--- src/rtl/imem_responder.sv ---
// imem_responder: direct-mapped instruction cache responder with combinational hits and a line-refill FSM
module imem_responder #(
  parameter int LINES      = 16,
  parameter int LINE_WORDS = 4
) (
  input  logic        i_clk,
  input  logic        i_reset,
  input  logic [31:0] mem_req_addr,
  input  logic        mem_req_stb,
  output logic [31:0] mem_req_data,
  output logic        mem_req_valid,
  input  logic        inval,
  output logic [31:0] bk_addr,
  output logic        bk_rd,
  input  logic [31:0] bk_rdata,
  input  logic        bk_ack,
  output logic [31:0] hit_count,
  output logic [31:0] miss_count
);
  localparam int OB = $clog2(LINE_WORDS);
  localparam int IB = $clog2(LINES);
  localparam int TW = 30 - OB - IB;
  typedef enum logic {IDLE, REFILL} state_e;
  state_e          state_q;
  logic [LINES-1:0] valid_q;
  logic [TW-1:0]   tag_q [LINES];
  logic [31:0]     data_q [LINES*LINE_WORDS];
  logic [OB-1:0]   cnt_q;
  logic            kill_q;
  logic [IB-1:0]   line_q;
  logic [TW-1:0]   ltag_q;
  logic [OB-1:0]   off;
  logic [IB-1:0]   idx;
  logic [TW-1:0]   tag;
  logic            hit, last, unused_bits;
  assign off           = mem_req_addr[OB+1:2];
  assign idx           = mem_req_addr[OB+IB+1:OB+2];
  assign tag           = mem_req_addr[31:OB+IB+2];
  assign unused_bits   = ^mem_req_addr[1:0];
  assign hit           = valid_q[idx] && tag_q[idx] == tag;
  assign mem_req_valid = state_q == IDLE && mem_req_stb && hit;
  assign mem_req_data  = mem_req_valid ? data_q[{idx, off}] : 32'h0;
  assign last          = bk_ack && cnt_q == '1;
  always_ff @(posedge i_clk or posedge i_reset)
    if (i_reset) begin
      state_q    <= IDLE;
      valid_q    <= '0;
      bk_rd      <= 1'b0;
      bk_addr    <= '0;
      cnt_q      <= '0;
      kill_q     <= 1'b0;
      line_q     <= '0;
      ltag_q     <= '0;
      hit_count  <= '0;
      miss_count <= '0;
    end else begin
      if (mem_req_valid && hit_count != '1) hit_count <= hit_count + 32'd1;
      if (inval) valid_q <= '0;
      if (state_q == IDLE) begin
        if (mem_req_stb && !hit) begin
          state_q <= REFILL;
          bk_rd   <= 1'b1;
          bk_addr <= {mem_req_addr[31:OB+2], {(OB+2){1'b0}}};
          line_q  <= idx;
          ltag_q  <= tag;
          if (miss_count != '1) miss_count <= miss_count + 32'd1;
        end
      end else begin
        kill_q <= kill_q | inval;
        if (bk_ack) begin
          cnt_q   <= cnt_q + 1'b1;
          bk_addr <= bk_addr + 32'd4;
        end
        // an invalidate seen at any point of the burst, including the final ack, keeps the line invalid
        if (last) begin
          state_q         <= IDLE;
          bk_rd           <= 1'b0;
          kill_q          <= 1'b0;
          valid_q[line_q] <= !(kill_q || inval);
        end
      end
    end
  always_ff @(posedge i_clk)
    if (state_q == REFILL && bk_ack) begin
      data_q[{line_q, cnt_q}] <= bk_rdata;
      if (cnt_q == '1) tag_q[line_q] <= ltag_q;
    end
endmodule

--- config.mk ---
export PLATFORM = sky130hd
export DESIGN_NAME = imem_responder
export DESIGN_NICKNAME = d
export VERILOG_FILES = /design/src/rtl/imem_responder.sv
export SDC_FILE = /design/constraint.sdc
export NUM_CORES = 2
export LEC_CHECK = 0
export CELL_PAD_IN_SITES_DETAIL_PLACEMENT = 1
export CELL_PAD_IN_SITES_GLOBAL_PLACEMENT = 2
export CORE_MARGIN = 2
export CORE_UTILIZATION = 30
export DETAILED_ROUTE_END_ITERATION = 12
export DONT_BUFFER_PORTS = 1
export PLACE_DENSITY_LB_ADDON = 0.15
export SLEW_MARGIN = 10
export SYNTH_ARGS = -nofsm -noshare
export SYNTH_HDL_FRONTEND = slang
export SYNTH_SLANG_ARGS = --single-unit
--- constraint.sdc ---
create_clock -name i_clk -period 5.5 [get_ports i_clk]
set_input_delay 0.55 -clock i_clk [delete_from_list [all_inputs] [get_ports i_clk]]
set_output_delay 0.55 -clock i_clk [all_outputs]
set_load 0.02 [all_outputs]
Yosys cells after proc, flatten, opt, wreduce, memory -nomap -nowiden
Memories as Yosys holds them, arrays and structs flattened.
Cells that the tools add are included.
{ "totals": {"regBits": 145, "ramBits": 2432, "in_bits": 69, "out_inout_bits": 130, "elab_cells": 68, "mem_count": 2} }
{ "memory_table": {"columns": ["name", "words", "word_bits", "read_ports", "rd_clocked_by_memory_dff", "wr", "line_no", "source"], "rows": [
  ["data_q", 64, 32, 1, 0, 1, "27", "logic [31:0] data_q [LINES*LINE_WORDS];"],
  ["tag_q", 16, 24, 1, 0, 1, "26", "logic [TW-1:0] tag_q [LINES];"]
]} }
{ "classes": {"add_sub_neg": 4, "magnitude_cmp": 3, "n_eq_ne": 6, "mux": 24, "n_bitwise": 2, "n_reduce_logical": 17} }
{ "op_table": {"columns": ["op", "n"], "rows": [
  ["two-way mux 32 bit", 4],
  ["adder 32 x 1 -> 32 bit, second input constant", 2],
  ["!= test 32 bit, second input constant", 2],
  ["two-way mux 16 bit", 3],
  ["adder 32 x 3 -> 32 bit, second input constant", 1],
  ["== test 24 bit", 1],
  ["bitwise mux 16 bit", 1],
  ["two-way mux 1 bit", 14],
  ["< comparator 4 x 5 -> 1 bit, second input constant", 2],
  ["logical AND 1 bit", 8],
  ["AND reduction 2 bit", 4],
  ["binary-select mux 1 bit (select 4 bit)", 1],
  ["demux 1 bit (select 4 bit)", 1],
  [">= comparator 4 x 1 -> 1 bit, second input constant", 1],
  ["AND reduction 3 bit", 1],
  ["adder 2 x 1 -> 2 bit, second input constant", 1],
  ["== test 2 bit, second input constant", 1],
  ["logical NOT 1 bit", 2],
  ["!= test 2 x 1 -> 1 bit, second input constant", 1],
  ["!= test 2 bit, second input constant", 1],
  ["nonzero test 2 bit", 1],
  ["logical OR 1 bit", 1],
  ["inverter 1 bit", 1],
  ["OR 1 bit", 1]
]} }

Depth between registers and ports, before layout
{ "logic_depth": {"depth_word": 7, "ltp_mapped": 18, "depth_no_buf": 10} }

Worst setup path after synthesis
OpenSTA, ideal clock, no wires.
{ "synth_timing": {"kind": "input-to-output", "from": "input mem_req_addr[4]", "to": "output mem_req_data[22]", "arrival_time_ns": 3.418, "required_time_ns": 4.950, "setup_slack_ns": 1.532, "cell_stages": 12, "n_path_buf": 4, "path_cell_list": "buf_6 > buf_6 > mux4_2 > mux4_2 > xnor2_1 > nand3_1 > or4_4 > nor3_2 > and3_1 > buf_4 > clkbuf_1 > and3_1"} }
{ "synth_via": {"elab_chain_len": 5, "word_cells_on_any_way": 8, "cone_classes": "eq/ne (1); mux (3); reduce/logical (2); memory (2)"} }
{ "synth_lines": {"columns": ["item", "line_no", "source"], "rows": [
  ["from (decl)", "8", "input logic [31:0] mem_req_addr,"],
  ["memory (16 x 24 bit) or binary-select mux 1 bit (select 4 bit) (tied branches)", null, null],
  ["== test 24 bit or two-way mux 1 bit (tied branches)", "40", "assign hit = valid_q[idx] && tag_q[idx] == tag;"],
  ["logical AND 1 bit", "40", null],
  ["logical AND 1 bit", "41", "assign mem_req_valid = state_q == IDLE && mem_req_stb && hit;"],
  ["two-way mux 32 bit (*)", "42", "assign mem_req_data = mem_req_valid ? data_q[{idx, off}] : 32'h0;"],
  ["to (decl)", "10", "output logic [31:0] mem_req_data,"]
]} }
Mark *: on every way between the ends. The rest lies on a longest branch, timed or not. The select of a mux whose other input is x is not followed.

Worst setup path in the final report
{ "layout_timing": {"from": "input mem_req_addr[2]", "to": "output mem_req_data[2]"} }
{ "layout_via": {"elab_chain_len": 2} }
{ "layout_lines": {"columns": ["item", "line_no"], "rows": [
  ["memory (64 x 32 bit)", null],
  ["two-way mux 32 bit", "42"]
]} }
No other way between the ends.

==> results.md <==
- The largest net degree at the start of global routing is 513.
- The via density per instance is 5.14.
- The mean routed wirelength per cell is 33.3 microns.
- The cell count after synthesis is 4458.
- STA puts the critical path data required time at 4950 ps.
- The headroom to the max-slew limit is 14.5%.
- The via count of the first global-routing pass was 51326.
- Setup repair after global routing left no endpoint under its margin.
- Walking the worst path, the cells encountered are buf_16, buf_16, buf_16, mux4_2, mux4_2, mux4_2, and3_1.
- The final critical path takes up 95.4% of the cycle.
- The final route contains 48038 vias.
- The switching power as a share of total power is 24.2%.
- Once the floorplan was initialized, standard cells occupied 30.2% of the core.
- The data arrival time of the worst path is 4700 ps.
- The count of routing violations after the opening detailed-route iteration is 4114.
- The number of synthesis warnings is 0.
- Averaged over all synthesized cells, the footprint is 22.6 sq um.
- STA classifies the critical path endpoint as an output port.
- The reg2reg setup slack is 1340 ps.
- For the pin with the worst max-slew slack, the measured transition is 1280 ps.
- The count of boundary I/O pins is 199.
- The internal power of the cells totals 34.8 mW.
- After synthesis, flip-flops and latches occupy 76.2% of the total area.
- The class of the most critical setup path is input port to output port.
- The number of hold violations in the final report is 0.
- The analysis attributes to cell leakage a power of 36.6 nW.
- In this run the cell area of the synthesized design comes to 101000 sq um.
- The final wirelength is 311 mm.
- The minimum setup slack in the final design is 251 ps.
- The multi-input combinational cell area is 23400 sq um.
- The count of input and output buffers is 0.
- In this run the horizontal extent of the chip is 583 microns.
- The net switching power is 11.1 mW.
- The clock arrives with 50.3 ps of skew.
- The maximum resistive drop on vdd is 0.000242 V.
- The total negative setup slack is 0 ps.
- The area growth from synthesis to layout is 16.9%.
- Of the total power, registers draw 51.3%.
- In this design, the stage delay of the slowest critical-path cell is 670 ps.
- The logic gate share of total power is 8.0%.
- The post-route DRC violation count is 0.
- The worst hold path class is input port to register.
- The buffer type at the clock tree root is clkbuf_16.
- The clock period could shrink to 5250 ps.
- Clock-pin slew was measured on the worst setup and hold paths at 60 ps.
- Global routing finished with a remaining overflow of 0.
- Derived from the worst setup path, the maximum achievable clock frequency is 191 MHz.
- TritonCTS built the clock tree.
- Along the worst path, the maximum fanout reaches 115.
- The floorplan step defined a core boundary enclosing 333000 sq um.
- The wire length of the first global-routing pass is 432 mm.
- The congestion estimate from routability-driven global placement came to 0.716.
- For this run, asynchronously set or reset flops after synthesis account for 5.55%.
- The total number of H-tree levels is 5.
- Global routing consumed, over all layers together, 18.2% of the routing resources.
- The cell with the biggest individual delay on the critical path is buf_16.
- The remaining antenna violation count after routing is 0.
- Across the whole layout, storage elements account for 76600 sq um.
- The synthesized design contains 2575 register bits.
- The number of library cell types mapped by synthesis is 69.
- Counting flops with a built-in enable in the synthesized netlist gives 2432.
- The later pin in the worst-skew pair is clocked with a latency of 870 ps.
- The number of core rows is 212.
- The filler cell count is 31907.
- The kind of start point of the critical path is an input port.
- The total power per unit cell area is 391 nW/um^2.
- The total number of clock tree sinks is 2575.
- From bottom edge to top edge, the die measures 583 microns.
- Setup violations remaining at the end of the flow were counted as 0.
- The die covers 340000 sq um.
- Of the cells placed in the final design, the portion with a size suffix greater than 1 is 29.4%.
- The initial antenna violation count came to 31.
- The HPWL after detailed placement is 167 mm.
- The flow ran to the end, and the final reports show no timing, DRC or antenna violations.
- The total clock buffers created by CTS is 298.
- The clock passes through at most 4 buffers.
- The main flop type after synthesis is edfxtp_1.
- The final number of max-transition violations was 0.
- Prior to clock tree synthesis, the placed netlist has a worst setup slack of 331 ps.
- The number of nets in the layout is 4808.
- The first detailed-routing pass ran for 5 iterations.
- The number of maximum-capacitance violations is 0.
- In this run, the clock network consumes 40.7% of the power.
[cells in the final DEF, fill, tap and decap left out, types with 7 or more instances in the layout]
cell type,synthesis,layout
nor2_1,132,52
nand2_1,97,97
diode_2,0,9
a22oi_1,12,12
o22ai_1,7,7
o21ai_0,33,33
or3_1,20,20
clkbuf_1,171,90
nand3_1,73,73
or4_1,8,8
clkinv_1,0,65
a221o_1,13,13
clkbuf_16,0,305
dfrtp_1,143,143
and3_1,64,63
clkinv_2,0,33
nor2b_1,10,9
nand2b_1,8,8
inv_1,17,15
mux4_2,766,766
bufinv_16,0,13
xnor2_1,56,56
nor4_2,9,9
and2_1,8,8
buf_12,0,29
nor2_4,0,81
nor3_1,23,23
and4_1,13,13
dlygate4sd3_1,0,45
mux2i_1,50,50
buf_16,0,39
nand4_1,27,27
edfxtp_1,2432,2432
buf_4,21,104
a31oi_1,8,8
a21oi_1,34,34
xor2_1,35,35
mux2_2,43,43
[timing repair]
item	4_1_cts	5_1_grt
hold buffers	77	0
gates resized for setup	0	0
endpoints found under the hold margin	2186	0
buffers inserted	0	0
[sequential cells by signal, indices dropped and copies added (netlist names)]
name        count
miss_count     32
ltag_q         24
hit_count      32
line_q          4
cnt_q           2
data_q       2048
valid_q        16
bk_addr        30
kill_q          1
bk_rd           1
tag_q         384
state_q         1
[critical path, delay by kind of cell]
family | cells | cell delay (ps)
mux | 3 | 1800
buf+inv | 3 | 1440
simple gates | 1 | 320
[metal layers]
metal	track usage [%]	part of all wire (%)	up-vias	wire, microns
met3	3.05	5.0	355	15700
met1	25.1	44	27002	136000
met4	3.67	1.8	10	5710
li1	-	-	19515	-
met5	0	0.021	-	65
met2	30.5	49	1156	153000
[power groups by stage]
stage          clock network [mW]  logic (mW)  registers, mW
2_1_floorplan                   0        2.09           23.6
3_3_place_gp                    0        3.30           23.9
3_5_place_dp                    0        3.32           24.0
4_1_cts                      19.2        3.68           23.6
5_1_grt                      19.9        3.93           23.7
6_report                     18.7        3.67           23.6
[path summary, 6_finish.rpt]
check,endpoint,depth (start not counted),start
worst min register to register,valid_q[10],2,valid_q[10]
worst min-delay path,data_q[53][13],1,bk_rdata[13]
max in group asynchronous,miss_count[28],3,i_reset
worst max-delay path,mem_req_data[2],7,mem_req_addr[2]
worst max register to register,bk_addr[27],10,tag_q[7][21]
min in group asynchronous,miss_count[17],2,i_reset
[cell type report]
class                   count  share of cell area (%)
diodes                      9                  0.0192
clock buffers             398                    6.82
clock inverters           126                   0.828
multi-input cells        1624                    19.9
repair buffers            218                    2.47
well taps                4387                    4.67
flip-flops and latches   2575                    65.2
inverters                  18                  0.0703
[per-stage QoR]
step           hold slack [ps]  area, sq um  total power [mW]  std cells  utilization (%)
3_5_place_dp               531       107000              27.3       8740             32.1
2_1_floorplan              496       101000              25.7       4459                -
5_1_grt                   28.7       117000              47.5       9349             35.2
4_1_cts                  0.374       117000              46.5       9341             35.2
6_report                  59.9       118000              45.9       9355             35.2
3_3_place_gp               523       107000              27.2       8740             32.1
[cell usage after synthesis, types with 9 or more instances]
| library cell | number | area (sq um) |
|---|---|---|
| nor4_2 | 9 | 113 |
| a221o_1 | 13 | 130 |
| buf_2 | 18 | 90.1 |
| nand2_1 | 97 | 364 |
| clkbuf_1 | 171 | 642 |
| xor2_1 | 35 | 307 |
| a21oi_1 | 34 | 170 |
| mux2i_1 | 50 | 500 |
| buf_4 | 21 | 158 |
| nor2b_1 | 10 | 62.6 |
| and4_1 | 13 | 114 |
| xnor2_1 | 56 | 490 |
| and3_1 | 64 | 400 |
| mux4_2 | 766 | 17300 |
| a22oi_1 | 12 | 90.1 |
| buf_1 | 25 | 93.8 |
| nand4_1 | 27 | 169 |
| mux2_2 | 43 | 484 |
| or3_1 | 20 | 125 |
| nor3_1 | 23 | 115 |
| nand3_1 | 73 | 365 |
| o21ai_0 | 33 | 165 |
| edfxtp_1 | 2432 | 73000 |
| inv_1 | 17 | 63.8 |
| nor2_1 | 132 | 495 |
| dfrtp_1 | 143 | 3580 |
[cells by family after synthesis]
logic type	Yosys count	synth area share (%)
AND/OR/NAND/NOR	524	2.74
AO/OA/AOI/OAI	144	0.957
flip-flops	2575	76.2
multiplexers	859	18.1
buffers and inverters	260	1.12
other	1	0.00373
adder cells (fa/ha/maj)	4	0.0498
XOR/XNOR	91	0.793
(Power assumes the default switching activity.)
